==> config.mk <==
export PLATFORM = sky130hd
export DESIGN_NAME = mem_access_ctrl_flat
export DESIGN_NICKNAME = d
export VERILOG_FILES = /design/src/rtl/mem_access_ctrl_if.sv /design/src/rtl/mem_access_ctrl.sv /design/src/flat_wrapper.sv
export SDC_FILE = /design/constraint.sdc
export NUM_CORES = 1
export LEC_CHECK = 0
export CAP_MARGIN = 20
export CORE_MARGIN = 2
export CORE_UTILIZATION = 45
export CTS_CLUSTER_SIZE = 40
export DETAILED_ROUTE_END_ITERATION = 6
export PLACE_DENSITY = 0.91
export SYNTH_ARGS = -nofsm -noshare
export SYNTH_HDL_FRONTEND = slang
export SYNTH_SLANG_ARGS = --single-unit
==> constraint.sdc <==
create_clock -name clk -period 10.2 [get_ports clk]
set_clock_uncertainty 0.15 [all_clocks]
set_input_delay 2.55 -clock clk [delete_from_list [all_inputs] [get_ports clk]]
set_output_delay 2.55 -clock clk [all_outputs]
set_load 0.02 [all_outputs]
==> src/rtl/mem_access_ctrl_if.sv <==
`default_nettype none
// ============================================================================
// Module      : mem_access_ctrl_if
// Description : Data-memory request/response bus between the MEM-stage access
//               controller (master) and the data memory (slave).
// Revision    : 1.0 - initial release
// ============================================================================
interface mem_access_ctrl_if;
    logic        memReq_out;
    logic        memWe_out;
    logic [63:0] memAddr_out;
    logic [63:0] memWData_out;
    logic [7:0]  memBe_out;
    logic        memReady_in;
    logic [63:0] memRData_in;

    modport master (
        output memReq_out,
        output memWe_out,
        output memAddr_out,
        output memWData_out,
        output memBe_out,
        input  memReady_in,
        input  memRData_in
    );

    modport slave (
        input  memReq_out,
        input  memWe_out,
        input  memAddr_out,
        input  memWData_out,
        input  memBe_out,
        output memReady_in,
        output memRData_in
    );
endinterface
`default_nettype wire

==> src/rtl/mem_access_ctrl.sv <==
`default_nettype none
// ============================================================================
// Module      : mem_access_ctrl
// Description : MEM-stage load/store controller. Checks alignment, issues one
//               doubleword-aligned request per instruction with byte enables,
//               stalls the pipeline while the memory is busy, extracts and
//               extends load data and flags misalignment or memory timeout.
// Revision    : 1.0 - initial release
// ============================================================================
module mem_access_ctrl #(
    parameter int TIMEOUT_CYCLES = 16
) (
    input  wire logic           clk,
    input  wire logic           reset,
    input  wire logic           memRead_in,
    input  wire logic           memWrite_in,
    input  wire logic [2:0]     funct3_in,
    input  wire logic [63:0]    addr_in,
    input  wire logic [63:0]    writeData_in,
    output logic                stall_out,
    output logic                wbBubble_out,
    output logic [63:0]         readData_out,
    output logic                fault_out,
    mem_access_ctrl_if.master   mem
);

    localparam logic [1:0] c_IDLE   = 2'd0;
    localparam logic [1:0] c_ACCESS = 2'd1;
    localparam logic [1:0] c_DONE   = 2'd2;

    localparam int                 c_CNT_W    = 8;
    localparam logic [c_CNT_W-1:0] c_CNT_LAST = c_CNT_W'(TIMEOUT_CYCLES - 1);

    logic [1:0]         r_state;
    logic [c_CNT_W-1:0] r_cnt;
    logic               r_we;
    logic [63:0]        r_addr;
    logic [63:0]        r_wdata;
    logic [7:0]         r_be;
    logic [2:0]         r_funct3;
    logic [2:0]         r_off;
    logic [63:0]        r_rdata;

    logic [1:0]         w_state_nxt;
    logic               w_mem_op;
    logic               w_aligned;
    logic [7:0]         w_size_mask;
    logic               w_start;
    logic               w_misalign;
    logic               w_complete;
    logic               w_timeout;
    logic [63:0]        w_lane;
    logic [63:0]        w_load_ext;

    assign w_mem_op = memRead_in | memWrite_in;

    // Alignment rule and byte-lane mask are both keyed by the access size in funct3[1:0]
    always_comb begin
        w_aligned   = 1'b1;
        w_size_mask = 8'h01;
        case (funct3_in[1:0])
            2'b00: begin
                w_aligned   = 1'b1;
                w_size_mask = 8'h01;
            end
            2'b01: begin
                w_aligned   = ~addr_in[0];
                w_size_mask = 8'h03;
            end
            2'b10: begin
                w_aligned   = (addr_in[1:0] == 2'b00);
                w_size_mask = 8'h0F;
            end
            default: begin
                w_aligned   = (addr_in[2:0] == 3'b000);
                w_size_mask = 8'hFF;
            end
        endcase
    end

    // Next-state decode plus the combinational stall/fault outputs
    always_comb begin
        w_state_nxt = r_state;
        w_start     = 1'b0;
        w_misalign  = 1'b0;
        w_complete  = 1'b0;
        w_timeout   = 1'b0;
        case (r_state)
            c_IDLE: begin
                if (w_mem_op) begin
                    if (w_aligned) begin
                        w_start     = 1'b1;
                        w_state_nxt = c_ACCESS;
                    end else begin
                        w_misalign  = 1'b1;
                        w_state_nxt = c_DONE;
                    end
                end
            end
            c_ACCESS: begin
                // A ready arriving on the last allowed cycle still completes normally
                if (mem.memReady_in) begin
                    w_complete  = 1'b1;
                    w_state_nxt = c_DONE;
                end else if (r_cnt == c_CNT_LAST) begin
                    w_timeout   = 1'b1;
                    w_state_nxt = c_DONE;
                end
            end
            c_DONE: begin
                // One release cycle; inputs ignored so the held instruction is not reissued
                w_state_nxt = c_IDLE;
            end
            default: begin
                w_state_nxt = c_IDLE;
            end
        endcase
        stall_out    = ((r_state == c_IDLE) && w_mem_op) || (r_state == c_ACCESS);
        wbBubble_out = stall_out;
        fault_out    = w_misalign | w_timeout;
    end

    // Load data: select the addressed lane, then sign/zero extend by access type
    always_comb begin
        w_lane     = mem.memRData_in >> {r_off, 3'b000};
        w_load_ext = w_lane;
        case (r_funct3)
            3'b000:  w_load_ext = {{56{w_lane[7]}},  w_lane[7:0]};
            3'b001:  w_load_ext = {{48{w_lane[15]}}, w_lane[15:0]};
            3'b010:  w_load_ext = {{32{w_lane[31]}}, w_lane[31:0]};
            3'b100:  w_load_ext = {56'd0, w_lane[7:0]};
            3'b101:  w_load_ext = {48'd0, w_lane[15:0]};
            3'b110:  w_load_ext = {32'd0, w_lane[31:0]};
            default: w_load_ext = w_lane;
        endcase
    end

    // State register
    always_ff @(posedge clk or posedge reset) begin
        if (reset) begin
            r_state <= c_IDLE;
        end else begin
            r_state <= w_state_nxt;
        end
    end

    // Wait counter: counts ACCESS cycles, zero everywhere else
    always_ff @(posedge clk or posedge reset) begin
        if (reset) begin
            r_cnt <= '0;
        end else if (r_state == c_ACCESS) begin
            r_cnt <= r_cnt + 1'b1;
        end else begin
            r_cnt <= '0;
        end
    end

    // Request latch: address, data and lanes frozen for the whole ACCESS state
    always_ff @(posedge clk or posedge reset) begin
        if (reset) begin
            r_we     <= 1'b0;
            r_addr   <= '0;
            r_wdata  <= '0;
            r_be     <= '0;
            r_funct3 <= '0;
            r_off    <= '0;
        end else if (w_start) begin
            r_we     <= memWrite_in;
            r_addr   <= {addr_in[63:3], 3'b000};
            r_wdata  <= writeData_in << {addr_in[2:0], 3'b000};
            r_be     <= w_size_mask << addr_in[2:0];
            r_funct3 <= funct3_in;
            r_off    <= addr_in[2:0];
        end
    end

    // Read data: updated by completed loads, cleared by any fault, kept by stores
    always_ff @(posedge clk or posedge reset) begin
        if (reset) begin
            r_rdata <= '0;
        end else if (w_complete && !r_we) begin
            r_rdata <= w_load_ext;
        end else if (w_misalign || w_timeout) begin
            r_rdata <= '0;
        end
    end

    assign mem.memReq_out   = (r_state == c_ACCESS);
    assign mem.memWe_out    = r_we;
    assign mem.memAddr_out  = r_addr;
    assign mem.memWData_out = r_wdata;
    assign mem.memBe_out    = r_be;
    assign readData_out     = r_rdata;

endmodule
`default_nettype wire

==> src/flat_wrapper.sv <==
// flat-port wrapper written by rule: the top's interface ports become plain ports
module mem_access_ctrl_flat 
#(
    parameter int TIMEOUT_CYCLES = 16
)
  (clk, reset, memRead_in, memWrite_in, funct3_in, addr_in, writeData_in, stall_out, wbBubble_out, readData_out, fault_out, mem_memReq_out, mem_memWe_out, mem_memAddr_out, mem_memWData_out, mem_memBe_out, mem_memReady_in, mem_memRData_in);
  mem_access_ctrl_if mem_i ();
  input  wire logic clk;
  input  wire logic reset;
  input  wire logic memRead_in;
  input  wire logic memWrite_in;
  input  wire logic [2:0] funct3_in;
  input  wire logic [63:0] addr_in;
  input  wire logic [63:0] writeData_in;
  output logic stall_out;
  output logic wbBubble_out;
  output logic [63:0] readData_out;
  output logic fault_out;
  output wire logic [$bits(mem_i.memReq_out)-1:0] mem_memReq_out;
  output wire logic [$bits(mem_i.memWe_out)-1:0] mem_memWe_out;
  output wire logic [$bits(mem_i.memAddr_out)-1:0] mem_memAddr_out;
  output wire logic [$bits(mem_i.memWData_out)-1:0] mem_memWData_out;
  output wire logic [$bits(mem_i.memBe_out)-1:0] mem_memBe_out;
  input wire logic [$bits(mem_i.memReady_in)-1:0] mem_memReady_in;
  input wire logic [$bits(mem_i.memRData_in)-1:0] mem_memRData_in;
  assign mem_memReq_out = mem_i.memReq_out;
  assign mem_memWe_out = mem_i.memWe_out;
  assign mem_memAddr_out = mem_i.memAddr_out;
  assign mem_memWData_out = mem_i.memWData_out;
  assign mem_memBe_out = mem_i.memBe_out;
  assign mem_i.memReady_in = mem_memReady_in;
  assign mem_i.memRData_in = mem_memRData_in;
  mem_access_ctrl #(.TIMEOUT_CYCLES(TIMEOUT_CYCLES)) u_core (.clk(clk), .reset(reset), .memRead_in(memRead_in), .memWrite_in(memWrite_in), .funct3_in(funct3_in), .addr_in(addr_in), .writeData_in(writeData_in), .stall_out(stall_out), .wbBubble_out(wbBubble_out), .readData_out(readData_out), .fault_out(fault_out), .mem(mem_i));
endmodule
# Yosys cells after proc, flatten, opt, wreduce, memory -nomap -nowiden
# Index checks and enable logic that the tools add are counted.
# W data, S select, Z words.
[totals]
register_bits = 214
inputBits = 200
output_inout_bits = 205
word_cells = 61
[classes]
n_addsub = 1
n_eq_ne = 11
n_shift = 3
muxes = 22
bitwise = 3
reduce_logical = 12
[op_table]
columns = ["operator", "count"]
rows = [
  ["$pmux W64 S6", 1],
  ["$mux W64", 2],
  ["$shl A64 B6 Y64", 1],
  ["$shr A64 B6 Y64", 1],
  ["$pmux W8 S3", 1],
  ["$mux W1", 11],
  ["$eq A3 B3 Y1 const B", 3],
  ["$add A8 B1 Y8 const B", 1],
  ["$eq A8 B4 Y1 const B", 1],
  ["$mux W2", 4],
  ["$mux W8", 1],
  ["$shl A8 B3 Y8", 1],
  ["$logic_not A2 Y1", 3],
  ["$logic_not A3 Y1", 2],
  ["$eq A2 B1 Y1 const B", 2],
  ["$pmux W2 S2", 1],
  ["$eq A3 B1 Y1 const B", 1],
  ["$eq A3 B2 Y1 const B", 1],
  ["$ne A3 B1 Y1 const B", 1],
  ["$pmux W1 S3", 1],
  ["$eq A2 B2 Y1 const B", 1],
  ["$logic_and A1 B1 Y1", 2],
  ["$logic_or A1 B1 Y1", 2],
  ["$ne A2 B1 Y1 const B", 1],
  ["5 further kinds", 6],
]

# Depth between registers and ports, before layout
# Gate-level depths: netlist of the first run.
[logic_depth]
ltp_word = 8
mapped_depth = 10
ltp_nobuf = 6

# Worst setup path after synthesis of the first run
# Ideal clock, no wire load.
[synth_timing]
path_kind = "input-to-output"
startpoint = "input port funct3_in[0]"
endpoint = "output port fault_out"
t_arrival_ps = 3311
setup_slack_ps = 4189
stages = 4
n_path_buf = 1
cell_sequence = "clkbuf_1 inv_1 o21ai_1 a21o_1"
[synth_via]
elab_chain_cells = 6
elab_cells_between_ends = 8
[synth_rtl]
columns = ["element", "line_no", "rtl"]
rows = [
  ["start: declaration", "flat_wrapper.sv:12", "input wire logic [2:0] funct3_in;"],
  ["$eq A2 B2 Y1, or another cell as far along", "mem_access_ctrl.sv:61", "case (funct3_in[1:0])"],
  ["$pmux W1 S3 (*)", "mem_access_ctrl.sv:61", ""],
  ["$mux W1 (*)", "mem_access_ctrl.sv:91", "if (w_aligned) begin"],
  ["$mux W1 (*)", "mem_access_ctrl.sv:90", "if (w_mem_op) begin"],
  ["$mux W1 (*)", "mem_access_ctrl.sv:88", "case (r_state)"],
  ["$or A1 B1 Y1 (*)", "mem_access_ctrl.sv:120", "fault_out = w_misalign | w_timeout;"],
  ["end: declaration", "flat_wrapper.sv:18", "output logic fault_out;"],
]
# Mark *: on every way between the ends. The rest lies on a longest branch, timed or not.

# Worst setup path after layout of the first run
[layout_timing]
startpoint = "input port addr_in[2]"
endpoint = "output port fault_out"
[layout_via]
elab_chain_cells = 6
[layout_rtl]
columns = ["element", "line_no", "rtl"]
rows = [
  ["start: declaration", "flat_wrapper.sv:13", "input wire logic [63:0] addr_in;"],
  ["$logic_not A3 Y1", "mem_access_ctrl.sv:75", "w_aligned = (addr_in[2:0] == 3'b000);"],
  ["$pmux W1 S3", "mem_access_ctrl.sv:61", ""],
  ["$mux W1", "mem_access_ctrl.sv:91", ""],
  ["$mux W1", "mem_access_ctrl.sv:90", ""],
  ["$mux W1", "mem_access_ctrl.sv:88", ""],
  ["$or A1 B1 Y1", "mem_access_ctrl.sv:120", ""],
]
# No other way between the ends.

==> impl_metrics.tcl, run 1 <==
set metrics [dict create \
    run_status "finished, final reports clean" \
    ys_dominant_reg_cell "dfrtp_1" \
    synth_top_cells_by_area "dfrtp_1, mux2_2, mux4_2" \
    fin_total_pwr_w 0.00490 \
    peak_ir_drop_on_the_vdd_network_v 0.000236 \
    synthArstFlopShare 1.00 \
    io_pins 405 \
    drv.max_cap_violation_count 0 \
    synth_enable_flop_cells 0 \
    timing.setup.critical_path_class "in2out" \
    antenna_violating_nets_post_route 0 \
    post_drt_wl_per_cell_um 22.4 \
    grt_setup_unrepaired "no" \
    grt_util_all_layers 0.285 \
    crit_required_ps 7500 \
    ys_seq_elements 214 \
    initial_util 0.460 \
    initial_antenna_violation_count 3 \
    tightestPinTransition_ps 955 \
    cts_tree "built" \
    cts_buffer_depth 3 \
    synth_common_cells "dfrtp_1, nand2_1, o21ai_0, mux2_2, mux2i_1" \
    dr.pass1.iters 5 \
    ff_latch_area_um2 5360 \
    htree_num_levels 1 \
    syn_avg_cell_area_um2 10.6 \
    drt_first_iter_violations 946 \
    synthesis.area_um2 11600 \
    worst_setup_path_end_kind "primary output" \
    postCtsSetupBuffers 0 \
    min_period_over_period 0.733 \
    synth_sequential_area_ratio 0.460 \
    yosysWarningCount 0 \
    worst_skew_pair.late_latency_ps 520 \
    finalWirelength_um 40100 \
    final_hold_viol_count 0 \
    clk_transition_reported_paths_ps 60 \
    leakage_power_nw 7.05 \
    layout.nets 1644 \
    cts_hold_buf 0 \
    drcViolationCount 0 \
    total_core_area_um2 25300 \
    worst_endpoint_data_arrival_time_ps 4780 \
    dieArea_um2 27200 \
    yosysTopAreaCellShare 0.460 \
    area.growth.synth_to_final_pct 42.5 \
    startpoint_type "input port" \
    max-slew-margin-rel 0.364 \
    gp_routability_congestion 0.990 \
    placed_wire_length_estimate_after_detailed_placement_um 29500 \
    final_setup_viols 0 \
    final-max-slew-violation-count 0 \
    setup_total_negative_slack_ps 0 \
    combined_area_of_the_multi_input_logic_cells_um2 5840 \
    floorplan.rows 58 \
    route.detailed.vias_per_inst 5.81 \
    grt_max_degree 176 \
    max_clock_freq_mhz 134 \
    cells_after_synth 1101 \
    powerDensity_nw_per_um2 295 \
    synth.most_common_cell "dfrtp_1" \
    yosysUniqueCellTypes 53 \
    post_cts.resized_instances 0 \
    wire_length_of_the_first_global_routing_pass_um 59500 \
    globalRoute.totalOverflow 0 \
    dr_total_vias 10400 \
    clk_root_buffer_cell "clkbuf_16" \
    share_of_layout_cells_above_drive_strength_1 0.136 \
    io_buffer_count 401 \
    finalWorstPathRequiredPeriod_ps 7480 \
    cts_made_buffers 24 \
    die_height_um 165 \
    worstHoldPathType "reg2reg" \
    first_global_vias 10500 \
    clock_sinks 214 \
    filler_cell_count 1883 \
    netlist.top_cell.by_area "dfrtp_1" \
    dieWidth_um 165 \
    worstPathMaxFanout 42 \
]
power by group:
group | switching, W | internal, W
Combinational | 0.00137 | 0.00120
Sequential | 0.000240 | 0.00121
Clock | 0.000360 | 0.000515
critical path, stage by stage:
cell and delay (ps):
clkdlybuf4s50_1 450, buf_4 350, a21oi_1 120, o21ai_1 500, a21o_1 180, clkdlybuf4s50_1 600
logic make-up after synthesis:
logic type,share of synthesized area
muxes,0.235
and+or+nand+nor,0.0972
other,0.000322
AOI/OAI and AO/OA,0.162
DFF,0.460
xor gates and xnor gates,0.00376
adders and majority gates,0.00107
buffers and inverters,0.0407
routing by layer:
metal,up-vias,track usage,wire (um)
met5,-,0,0
met4,0,0.172,2610
met3,121,0.0593,3640
met2,628,0.477,19400
met1,4996,0.340,14500
li1,4677,-,-
registers in the layout, indices dropped and copies added (netlist names):
| register | count |
|---|---|
| u_core.r_off | 3 |
| u_core.r_cnt | 8 |
| u_core.mem.memWData_out | 64 |
| u_core.r_state | 2 |
| u_core.r_funct3 | 3 |
| u_core.readData_out | 64 |
| u_core.mem.memAddr_out | 61 |
| u_core.mem.memWe_out | 1 |
| u_core.mem.memBe_out | 8 |
through the flow:
stage           util  cells  instance area (um2)  setup slack, ps  hold WS (ps)
2_1_floorplan      -   1103                11600             1650           283
3_3_place_gp   0.623   1746                15800             2740           294
3_5_place_dp   0.623   1746                15800             2730           307
4_1_cts        0.654   1789                16600             2730           329
5_1_grt        0.655   1793                16600             2620           343
6_report       0.655   1793                16600             2720           325
area by class of cell:
| class | count | share of cell area |
|---|---|---|
| Tap cell | 330 | 0.0249 |
| Multi-Input combinational cell | 778 | 0.352 |
| Timing Repair Buffer | 415 | 0.249 |
| Sequential cell | 214 | 0.323 |
| Inverter | 10 | 0.00271 |
| Clock inverter | 9 | 0.00686 |
| Clock buffer | 34 | 0.0409 |
| Antenna cell | 3 | 0.000452 |
final timing paths:
check / endpoint / slack [ps] / cells past startpoint / start
hold reg to reg: u_core.mem.memWData_out[58] / 320 / 2 / u_core.mem.memWData_out[58]
max in group asynchronous: u_core.r_off[0] / 6180 / 3 / reset
setup / recovery: fault_out / 2720 / 6 / addr_in[2]
setup reg to reg: u_core.readData_out[19] / 6900 / 6 / u_core.r_off[0]
hold / removal: u_core.mem.memWData_out[58] / 320 / 2 / u_core.mem.memWData_out[58]
min in group asynchronous: u_core.mem.memAddr_out[15] / 2400 / 2 / reset
cell usage in the layout (no fill, tap or decap), types with 9 or more instances in the layout:
| cell type | count |
|---|---|
| o21a_1 | 9 |
| mux4_2 | 45 |
| a221o_1 | 9 |
| nand2_1 | 173 |
| a211o_1 | 24 |
| dfrtp_1 | 211 |
| mux2_2 | 91 |
| o31ai_1 | 28 |
| o21ai_0 | 101 |
| nor2_1 | 64 |
| a22oi_1 | 23 |
| a22o_1 | 9 |
| mux2i_1 | 68 |
| a21oi_1 | 44 |
| clkbuf_16 | 24 |
| buf_4 | 13 |
| clkdlybuf4s50_1 | 399 |
| o22ai_1 | 11 |
| inv_1 | 9 |
| nand2b_1 | 12 |
(Power assumes the default switching activity.)
==> run 2, diff against run 1 <==
- clock period: 10.2 -> 7.6 ns (I/O delays scaled with it)
==> impl_metrics.tcl, run 2 (synthesized netlist as in run 1, its figures left out) <==
set metrics [dict create \
    run_status "finished, violations left" \
    violations "DRC" \
    grt_util_all_layers 0.298 \
    worst_endpoint_data_arrival_time_ps 3990 \
    postCtsSetupBuffers 0 \
    clk_root_buffer_cell "clkbuf_16" \
    cts_hold_buf 0 \
    peak_ir_drop_on_the_vdd_network_v 0.000274 \
    finalWorstPathRequiredPeriod_ps 6040 \
    fin_cells 1793 \
    p_sw_frac 0.403 \
    max-slew-margin-rel 0.331 \
    timing.setup.critical_path_class "in2out" \
    antenna_violating_nets_post_route 0 \
    finalWorstSetupSlack_ps 1560 \
    dieWidth_um 165 \
    tightestPinTransition_ps 1000 \
    initial_util 0.460 \
    grt_max_degree 123 \
    dr.pass1.iters 7 \
    critPathMaxStageDelay_ps 660 \
    total_core_area_um2 25300 \
    critical_path.n_buffers_inverters 2 \
    rr_endpoint "u_core.readData_out[26]" \
    cts_made_buffers 24 \
    timing.hold.worst_path_depth 1 \
    gp_routability_congestion 0.959 \
    worstHoldPathType "reg2reg" \
    area.growth.synth_to_final_pct 43.4 \
    filler_cell_count 1865 \
    max_clock_freq_mhz 165 \
    clock_sinks 214 \
    initial_antenna_violation_count 0 \
    die_height_um 165 \
    powerDensity_nw_per_um2 405 \
    drv.max_cap_violation_count 0 \
    drcViolationCount 1 \
    grt_setup_unrepaired "no" \
    combinational_cell_fraction_of_total_power 0.514 \
    crit_path_cell_trace "clkdlybuf4s50_1 > a21oi_1 > o21ai_1 > a21o_1 > clkdlybuf4s50_1" \
    io_buffer_count 401 \
    cts_tree "built" \
    final_common_cell "clkdlybuf4s50_1" \
    cell_family_with_most_cp_delay "buffers and inverters" \
    clockPowerShare 0.190 \
    min_period_over_period 0.795 \
    critical_path_depth 5 \
    cts_buffer_depth 3 \
    finalWirelength_um 41900 \
    setup_total_negative_slack_ps 0 \
    worst_skew_pair.late_latency_ps 530 \
    insertedDiodeCount 0 \
    wire_length_of_the_first_global_routing_pass_um 62000 \
    worst_reg_to_reg_cells 6 \
    route.detailed.vias_per_inst 6.02 \
    timing.reg2reg.setup_slack_ps 4240 \
    placed_wire_length_estimate_after_detailed_placement_um 30600 \
    clk_transition_reported_paths_ps 60 \
    dp_worst_setup_slack_ps 1570 \
    worstPathMaxFanout 10 \
    timing.rr.start "u_core.r_off[0]" \
    worst_hold_path.endpoint "u_core.r_cnt[0]" \
    crit_required_ps 5550 \
    post_drt_wl_per_cell_um 23.4 \
    worst_setup_path_end_kind "primary output" \
    floorplan.rows 58 \
    htree_num_levels 1 \
    first_global_vias 10800 \
    final_hold_viol_count 0 \
    post_cts.resized_instances 0 \
    layout.nets 1648 \
    layout_common_cells "clkdlybuf4s50_1, dfrtp_1, nand2_1, o21ai_0, mux2_2" \
    power_frac_seq 0.296 \
    hold_path.startpoint "u_core.r_cnt[0]" \
    dieArea_um2 27200 \
    final-max-slew-violation-count 0 \
    io_pins 405 \
    internal_power_consumption_w 0.00404 \
    p_switching_w 0.00272 \
    share_of_layout_cells_above_drive_strength_1 0.141 \
    leakage_power_nw 7.10 \
    globalRoute.totalOverflow 0 \
    crit_top_cell "clkdlybuf4s50_1" \
    final_setup_viols 0 \
    drt_first_iter_violations 1234 \
    dr_total_vias 10800 \
    numPlacedInstances 1751 \
    slowest_stage_cell_cp "clkdlybuf4s50_1" \
    startpoint_type "input port" \
]
## run 2: layer usage
| layer | wire (um) | GRT usage | up-vias |
|---|---|---|---|
| li1 | - | - | 4691 |
| met1 | 14500 | 0.353 | 5220 |
| met2 | 20500 | 0.506 | 710 |
| met3 | 4250 | 0.0683 | 166 |
| met4 | 2630 | 0.161 | 0 |
| met5 | 0 | 0 | - |
## run 2: how the worst max path moves through the flow
stage / slack (ps) / start / to
2_1_floorplan: 2770 / reset / u_core.mem.memAddr_out[10]
3_3_place_gp: 1650 / funct3_in[1] / fault_out
3_5_place_dp: 1570 / funct3_in[1] / fault_out
4_1_cts: 1570 / funct3_in[1] / fault_out
5_1_grt: 1500 / funct3_in[1] / fault_out
6_report: 1560 / funct3_in[1] / fault_out
## run 2: per-stage QoR
stage	utilization	total power [W]	hold slack [ps]	area, um2
final	0.659	0.00676	324	16700
after CTS	0.659	0.00677	327	16700
after global routing	0.659	0.00708	340	16700
after detailed placement	0.625	0.00545	300	15800
after floorplan	-	0.00386	283	11700
after global placement	0.625	0.00535	296	15800
## run 2: layout make-up
type	instances	area, um2	area share
repair buffers	419	4170	0.250
multi-input cells	778	5840	0.350
inverters	10	41.3	0.00247
flip-flops and latches	214	5360	0.321
well taps	330	413	0.0247
clock inverters	12	205	0.0123
clock buffers	30	673	0.0403
## run 2: power groups by stage
stage                     registers (W)  clock network [W]  logic, W
after global placement          0.00197                  0   0.00337
after detailed placement        0.00200                  0   0.00345
final                           0.00200            0.00129   0.00347
after CTS                       0.00199            0.00131   0.00346
after global routing            0.00205            0.00136   0.00367
after floorplan                 0.00247                  0   0.00139
==> run 3, diff against run 2 <==
- clock period: 7.6 -> 5.6 ns (I/O delays scaled with it)
==> impl_metrics.tcl, run 3 (synthesized netlist as in run 1, its figures left out) <==
set metrics [dict create \
    run_status "finished, final reports clean" \
    initial_util 0.460 \
    finalWirelength_um 41300 \
    p_sw_frac 0.400 \
    total_core_area_um2 25300 \
    final-max-slew-violation-count 0 \
    final_hold_viol_count 0 \
    io_buffer_count 401 \
    layout.nets 1649 \
    drv.max_cap_violation_count 0 \
    crit_required_ps 4050 \
    globalRoute.totalOverflow 0 \
    cts_made_buffers 24 \
    layout_common_cells "clkdlybuf4s50_1, dfrtp_1, nand2_1, o21ai_0, mux2_2" \
    power_frac_seq 0.304 \
    cts_buffer_depth 3 \
    startpoint_type "input port" \
    worst_skew_pair.late_latency_ps 510 \
    post_cts.resized_instances 0 \
    dp_worst_setup_slack_ps 729 \
    p_switching_w 0.00364 \
    finalWorstPathRequiredPeriod_ps 4900 \
    clk_transition_reported_paths_ps 60 \
    final_setup_viols 0 \
    cell_family_with_most_cp_delay "buffers and inverters" \
    combinational_cell_fraction_of_total_power 0.507 \
    finalWorstSetupSlack_ps 698 \
    worst_endpoint_data_arrival_time_ps 3350 \
    critical_path.n_buffers_inverters 3 \
    max_clock_freq_mhz 204 \
    powerDensity_nw_per_um2 545 \
    final_common_cell "clkdlybuf4s50_1" \
    leakage_power_nw 7.11 \
    combined_area_of_the_multi_input_logic_cells_um2 5840 \
    gp_routability_congestion 0.985 \
    wire_length_of_the_first_global_routing_pass_um 61800 \
    timing.setup.critical_path_class "in2out" \
    ff_latch_area_um2 5360 \
    share_of_layout_cells_above_drive_strength_1 0.140 \
    peak_ir_drop_on_the_vdd_network_v 0.000417 \
    tightestPinTransition_ps 1120 \
    postCtsSetupBuffers 0 \
    antenna_violating_nets_post_route 0 \
    critPathMaxStageDelay_ps 660 \
    grt_setup_unrepaired "no" \
    dr.pass1.iters 7 \
    drcViolationCount 0 \
    clk_root_buffer_cell "clkbuf_16" \
    setup_total_negative_slack_ps 0 \
    htree_num_levels 1 \
    grt_util_all_layers 0.295 \
    post_drt_wl_per_cell_um 23.0 \
    clockPowerShare 0.189 \
    worstPathMaxFanout 10 \
    crit_top_cell "clkdlybuf4s50_1" \
    io_pins 405 \
    area.growth.synth_to_final_pct 43.6 \
    worstHoldPathType "reg2reg" \
    slowest_stage_cell_cp "clkdlybuf4s50_1" \
    dr_total_vias 10700 \
    drt_first_iter_violations 1118 \
    max-slew-margin-rel 0.252 \
    crit_path_cell_trace "clkdlybuf4s50_1 > o21ai_0 > o21ai_1 > buf_4 > a21o_1 > clkdlybuf4s50_1" \
    dieWidth_um 165 \
    die_height_um 165 \
    worst_setup_path_end_kind "primary output" \
    route.detailed.vias_per_inst 5.97 \
    cts_tree "built" \
    internal_power_consumption_w 0.00546 \
    fin_total_pwr_w 0.00910 \
    final_util 0.660 \
    initial_antenna_violation_count 2 \
    cts_hold_buf 0 \
    min_period_over_period 0.875 \
    grt_max_degree 124 \
    floorplan.rows 58 \
    placed_wire_length_estimate_after_detailed_placement_um 30300 \
    first_global_vias 10900 \
    dieArea_um2 27200 \
    clock_sinks 214 \
    filler_cell_count 1880 \
]
run 3: worst min-delay path, stage by stage (launching register included):
cell and delay [ps]:
dfrtp_1 340, nand2_1 50, o31ai_1 50
run 3: power groups by stage:
| stage | logic, W | registers, W | clock network [W] |
|---|---|---|---|
| 2_1_floorplan | 0.00189 | 0.00335 | 0 |
| 3_3_place_gp | 0.00451 | 0.00273 | 0 |
| 3_5_place_dp | 0.00459 | 0.00277 | 0 |
| 4_1_cts | 0.00462 | 0.00276 | 0.00174 |
| 5_1_grt | 0.00489 | 0.00284 | 0.00181 |
| 6_report | 0.00462 | 0.00277 | 0.00172 |
run 3: final cells by class:
type | count | area share
Clock buffer | 34 | 0.0424
Sequential cell | 214 | 0.321
Tap cell | 330 | 0.0247
Timing Repair Buffer | 420 | 0.251
Multi-Input combinational cell | 778 | 0.349
Inverter | 10 | 0.00247
Antenna cell | 2 | 0.000299
Clock inverter | 9 | 0.00898
run 3: layer usage:
layer  track usage  share of wire
met5             0              0
met4         0.140          0.051
met3        0.0801           0.10
met2         0.511           0.50
met1         0.339           0.35
run 3: final timing paths:
kind,startpoint,end,slack (ps),cells past startpoint
max,funct3_in[1],fault_out,700,6
min,u_core.mem.memWData_out[21],u_core.mem.memWData_out[21],320,2
max reg2reg,u_core.r_off[0],u_core.readData_out[46],2230,7
min reg2reg,u_core.mem.memWData_out[21],u_core.mem.memWData_out[21],320,2
max in group asynchronous,reset,u_core.mem.memAddr_out[4],3480,3
min in group asynchronous,reset,u_core.readData_out[26],1230,3
run 3: per-stage QoR:
| step | cells | cell area, um2 | hold slack (ps) |
|---|---|---|---|
| finish | 1797 | 16700 | 323 |
| global route | 1797 | 16700 | 345 |
| CTS | 1795 | 16700 | 322 |
| detailed placement | 1752 | 15900 | 314 |
| global placement | 1752 | 15900 | 295 |
| floorplan | 1103 | 11700 | 283 |
